$ cat src/rtl/mux_arbiter8_16bit.sv
// mux_arbiter8_16bit: round-robin or fixed-priority 8:1 arbiter feeding a single-entry 16-bit output register.
module mux_arbiter8_16bit #(
    parameter bit PRIO_FIXED = 1'b0
) (
    input  logic        i_clk,
    input  logic        i_rst_n,
    input  logic [7:0]  i_req,
    input  logic [15:0] i_in0,
    input  logic [15:0] i_in1,
    input  logic [15:0] i_in2,
    input  logic [15:0] i_in3,
    input  logic [15:0] i_in4,
    input  logic [15:0] i_in5,
    input  logic [15:0] i_in6,
    input  logic [15:0] i_in7,
    output logic [7:0]  o_ack,
    output logic [2:0]  o_sel,
    output logic [15:0] o_y,
    output logic        o_y_valid,
    input  logic        i_y_ready
);
    logic [2:0]  r_ptr;
    logic [2:0]  r_last_sel;
    logic [15:0] r_y;
    logic        r_y_valid;
    logic [2:0]  w_base;
    logic [7:0]  w_rot;
    logic [2:0]  w_off;
    logic [2:0]  w_win;
    logic        w_load;
    logic [15:0] w_in [8];

    assign w_in = '{i_in0, i_in1, i_in2, i_in3, i_in4, i_in5, i_in6, i_in7};

    // Rotate requests so the scan starts at the base; fixed priority scans from 0.
    always_comb begin
        w_base = PRIO_FIXED ? 3'd0 : r_ptr;
        w_rot  = '0;
        for (int i = 0; i < 8; i++) w_rot[i] = i_req[w_base + 3'(i)];
        w_off = 3'd0;
        for (int i = 7; i >= 0; i--) if (w_rot[i]) w_off = 3'(i);
        w_win  = w_base + w_off;
        w_load = i_rst_n && (|i_req) && (!r_y_valid || i_y_ready);
    end

    assign o_ack     = w_load ? 8'b1 << w_win : 8'b0;
    assign o_sel     = w_load ? w_win : r_last_sel;
    assign o_y       = r_y;
    assign o_y_valid = r_y_valid;

    always_ff @(posedge i_clk) begin
        if (!i_rst_n) begin
            r_y        <= '0;
            r_y_valid  <= 1'b0;
            r_ptr      <= '0;
            r_last_sel <= '0;
        end else if (w_load) begin
            r_y        <= w_in[w_win];
            r_y_valid  <= 1'b1;
            r_last_sel <= w_win;
            r_ptr      <= w_win + 3'd1;
        end else if (i_y_ready) begin
            r_y_valid  <= 1'b0;
        end
    end
endmodule

$ cat config.mk
export PLATFORM = sky130hd
export DESIGN_NAME = mux_arbiter8_16bit
export DESIGN_NICKNAME = d
export VERILOG_FILES = /design/src/rtl/mux_arbiter8_16bit.sv
export SDC_FILE = /design/constraint.sdc
export NUM_CORES = 1
export LEC_CHECK = 0
export CAP_MARGIN = 20
export CORE_AREA = 2 2 87 89
export DETAILED_ROUTE_END_ITERATION = 10
export DIE_AREA = 0 0 89 91
export PLACE_DENSITY = 0.85
export SLEW_MARGIN = 10
export SYNTH_ARGS = -nofsm -noshare
export SYNTH_HDL_FRONTEND = slang
export SYNTH_SLANG_ARGS = --single-unit
$ cat constraint.sdc
create_clock -name i_clk -period 15.8 [get_ports i_clk]
set_clock_uncertainty 0.2 [all_clocks]
set_input_delay 3.16 -clock i_clk [delete_from_list [all_inputs] [get_ports i_clk]]
set_output_delay 3.16 -clock i_clk [all_outputs]
set_load 0.01 [all_outputs]
# Word-level counts from Yosys, hierarchy flattened
# Index checks and enable logic that the tools add are counted.
# word_totals
ff_bits	23
in_bits	139
output_inout_bits	28
# op_classes
addsub	9
order_cmp	9
shift	1
n_mux	31
n_bitwise	1
reduce_logical	6
# ops
cell	count
16-bit binary-select mux with 3-bit select	1
3-bit by 4-bit < comparator with 1-bit output, second input constant	8
16-bit 2-to-1 mux	2
3-bit 2-to-1 mux	9
1-bit binary-select mux with 3-bit select	8
3-bit adder, second input constant	4
1-bit 2-to-1 mux	10
8-bit 2-to-1 mux	1
8-bit OR reduction	1
1-bit by 3-bit << shifter with 8-bit output, first input constant	1
3-bit by 1-bit adder with 3-bit output, second input constant	2
3-bit by 2-bit adder with 3-bit output, second input constant	2
4-bit greater-or-equal comparator, second input constant	1
3-bit NOT with 4-bit output	1
3-bit adder	1
1-bit logical AND	2
2-bit nonzero test	1
1-bit logical NOT	1
1-bit logical OR	1

# Depth between registers and ports, before layout
# logic_depth
word_depth	16
depth_mapped	22
depth_no_buf	17

# Worst setup path before layout
# No wires, ideal clock.
# synth_path
path_type	input to output
from	input port i_req[7]
to	output port o_ack[7]
arrival_time_ps	6147
t_required_ps	12440
setup_slack_ps	6293
path_stages	14
path_buffers	2
path_cell_list	mux4_2 nor2_1 o32ai_1 a21oi_1 o32ai_1 a221oi_1 ha_1 inv_1 fa_1 clkbuf_1 buf_1 nor2b_1 ha_1 and3_1
# synth_between
elab_chain_len	13
word_cells_on_any_way	30
cone_classes	add/sub (1); shift (1); mux (25); reduce/logical (3)
# synth_lines
element	line_no	source
start, declared	7	input logic [7:0] i_req,
1-bit binary-select mux with 3-bit select	39	for (int i = 0; i < 8; i++) w_rot[i] = i_req[w_base + 3'(i)];
1-bit 2-to-1 mux (not written as such)	39	
3-bit 2-to-1 mux (8 in series)	41	for (int i = 7; i >= 0; i--) if (w_rot[i]) w_off = 3'(i);
3-bit adder	42	w_win = w_base + w_off;
1-bit by 3-bit << shifter with 8-bit output	46	assign o_ack = w_load ? 8'b1 << w_win : 8'b0;
8-bit 2-to-1 mux (*)	46	
end, declared	16	output logic [7:0] o_ack,
# Every way passes the cells marked *; elsewhere a longest branch is shown, timed or not. The select of a mux whose other input is x is not followed.

# Worst setup path after layout
# layout_path
from	input port i_req[2]
to	output port o_ack[7]
# Same word-level chain as after synthesis.

==> results.md <==
* Outcome: finished, final reports clean
* EDFF count, synth at 0
* Clock transition at path regs at roughly 0.090 ns
* CP startpoint: i_req[2]
* Final ANT Viol Nets at 0
* Design area at around 4600 sq um
* RD Place Congestion at between 0.9 and 1
* Filler cells at between 500 and 600
* DP Area at roughly 4600 sq um
* Critical path, cell by cell: clkdlybuf4s50_1 > mux4_2 > mux2_2 > and2_1 > o32ai_1 > a221oi_1 > ha_2 > inv_1 > fa_2 > a31o_1 > nand2_8 > inv_4 > ha_1 > and3_1 > clkdlybuf4s50_1
* Most numerous cell in the Yosys netlist: mux4_2
* Peak supply drop at approximately 0.17 mV
* Worst setup SP type: primary input
* Seq/Total Area, Yosys at roughly 16%
* Mean Syn Cell Area at 10.9 sq um
* Grt ovf at 0
* Num rows at 31
* Min Clock Period, post-route at roughly 11 ns
* Hold wc startpoint: r_last_sel[2]
* Syn_nets at 411
* Compound-Gate Fraction of Synth Area at between 20% and 30%
* DRT Pass-1 Iters at 5
* Worst path max stage delay at roughly 0.76 ns
* Max-Cap Viols at 0
* Largest cells by area after synthesis: mux4_2, dfxtp_1, a211oi_2, nor2_1, o21ai_0
* Die X at 89 microns
* Simple-gate portion of the synthesized area at between 10% and 20%
* Final net count at between 500 and 600
* Worst-skew pair later-pin latency at 0.27 ns
* Worst slew pin tran at roughly 0.98 ns
* Antenna violations before repair at 0
* Floorplan core area at roughly 7000 sq um
* Worst EP arrival at roughly 7.6 ns
* Period utilization at 69.3%
* Prevailing post-synth register cell: dfxtp_1
* Vias at about 2900
* YS warnings at 0
* CTS sink cnt at 23
* LEAKAGE at ~1.6 nW
* Hold Fails Final Rpt at 0
* DRC at 0
* First-pass GRT wire length at about 14000 microns
* Post-synth top area share at between 30% and 40%
* Hold buffer count at CTS at 0
* Storage cell area at ~460 sq um
* Post-Syn Instances at roughly 270
* Initial Utilization at approximately 41%
* Hpwl dp at 7160 microns
* Multiplexer area fraction after synthesis at 38.3%
* Sum Neg Setup Slack at 0 ns
* Unrepaired setup endpoints after global routing: no
* Largest family of logic cells by synthesized area: multiplexers
* Worst-path fanout max at 21
* Most used cell, CP: clkdlybuf4s50_1
* Hold WC Path Type: reg2reg
* Initial DRC count at ~110
* Fmax achieved at just over 0.09 GHz
* CTS tree: done
* Slew margin rel. at roughly a third
* Top post-synthesis cells by count: mux4_2, nor2_1, a211oi_2
* Largest net degree at the start of global routing at 40
* Clock buffer count from CTS at 3
* Critical path's top delay family: buffers and inverters
* Area grow syn2layout at 58.4%
* Layout cells sized above 1 at roughly 22%
* XOR/XNOR Fraction of Synth Area at 1.85%
* Io pins at approximately 170
* PostCTS Resize Cnt at 0
* Register bit total from synthesis at 23
* Final setup violation count at 0
* Setup Buffers After CTS at 0
* Cell area after synthesis at approximately 2900 sq um
* Slowest-stage cell, CP: a31o_1
* DR vias/cell at around 5.7
* Total track usage at about a fifth
* Critical path required time at between 10 and 15 ns
* Adder-cell share of the synthesized area at under 10%
* Routed WL per cell at 17.5 microns
* Area leader, netlist: mux4_2
* Count of different cell masters after synthesis at between 50 and 60
* Diodes inserted at 0
* Die height at 91 microns
* PwrDens at about 250 nW/um^2
* Ys async rst share at 0%
* Detailed Route WL at roughly 9000 microns
* Critical path capture point type: output port
* Worst R2R Start: r_ptr[0]
* Number of global-route vias before repair at approximately 2800
* Multi-input logic area at 2270 sq um
* Port bufs at 166
* H-tree depth at 1
* Clock Path Buffers at 2
* WP buf/inv at 4
* Slew Limit Fails at 0
* Root Buffer: clkbuf_8
* Die ar. at just over 8000 sq um
* Critical setup path kind: in2out
[sequential cells by signal, indices dropped and copies added (netlist names)]
name / count
o_y: 16
r_last_sel: 3
r_ptr: 3
o_y_valid: 1
[worst register-to-register path: stages (launching register included)]
cell and delay [ns]:
dfxtp_1 0.90, inv_1 0.27, ha_1 0.76, mux4_2 0.57
mux2_2 0.31, and2_1 0.15, o32ai_1 0.25, a221oi_1 0.13
ha_2 0.22, inv_1 0.06, fa_2 0.22, a31o_1 0.76
nand2_8 0.11, inv_4 0.28, ha_1 0.29, nand2_1 0.06
a21oi_1 0.06
[report_power, final]
| group | leakage (nW) | internal (mW) | switching, mW |
|---|---|---|---|
| logic | 1.35 | 0.514 | 0.479 |
| clock network | 0.0255 | 0.0177 | 0.0211 |
| registers | 0.192 | 0.0848 | 0.0262 |
| total | 1.56 | 0.616 | 0.527 |
[path summary, 6_finish.rpt]
kind	to	slack, ns	cells past startpoint
hold reg to reg	r_last_sel[2]	0.27	2
hold / removal	r_last_sel[2]	0.27	2
setup reg to reg	r_ptr[2]	10.09	16
setup / recovery	o_ack[7]	4.86	15
[routing by layer]
layer,wire length [microns],global-route usage (%),up-vias
li1,-,-,1356
met2,4780,38.7,122
met3,687,3.00,7
met4,78,4.73,0
met1,3420,26.1,1417
met5,0,0,-
[logic make-up after synthesis]
family,after synthesis
xor gates and xnor gates,4
DFF,23
muxes,56
AOI/OAI and AO/OA,69
adders and majority gates,5
buffers and inverters,35
and+or+nand+nor,75
[cell usage in the layout, fill, tap and decap left out, drive strengths merged, types with 2 or more instances in the layout]
cell           synthesis  final
clkdlybuf4s50          0    166
o21ai                 19     19
a21oi                  7      7
xor2                   2      2
a211oi                33     33
nand4                  2      2
ha                     4      4
nand3b                 2      2
nand2                 15     15
clkbuf                13      3
nor3                   5      5
and2                   4      4
nor4                   4      4
or3b                   4      4
o32ai                  2      2
dfxtp                 23     23
buf                   15      3
mux2i                  8      8
nor3b                  5      5
mux4                  43     43
inv                    7      7
mux2                   5      5
xnor2                  2      2
nor2                  29     29
[through the flow]
stage          worst slack (ns)  hold WS (ns)  std cells  utilization, %  total power [mW]
6_report                   4.86         0.275        511            64.7              1.14
5_1_grt                    4.64         0.304        511            64.7              1.22
4_1_cts                    4.86         0.284        511            64.7              1.16
3_5_place_dp               4.85         0.270        507            64.0              1.12
3_3_place_gp               4.92         0.246        507            64.0              1.10
2_1_floorplan              6.29         0.237        267               -             0.905
[final cells by class]
| type | count | area share (%) |
|---|---|---|
| clock buffer | 3 | 0.894 |
| clock inverter | 1 | 0.108 |
| inverter | 7 | 0.623 |
| multi-input combinational | 209 | 49.2 |
| sequential | 23 | 9.97 |
| tap | 99 | 2.68 |
| timing repair buffer | 169 | 36.5 |
No activity file was read; power rests on OpenSTA's default activity.
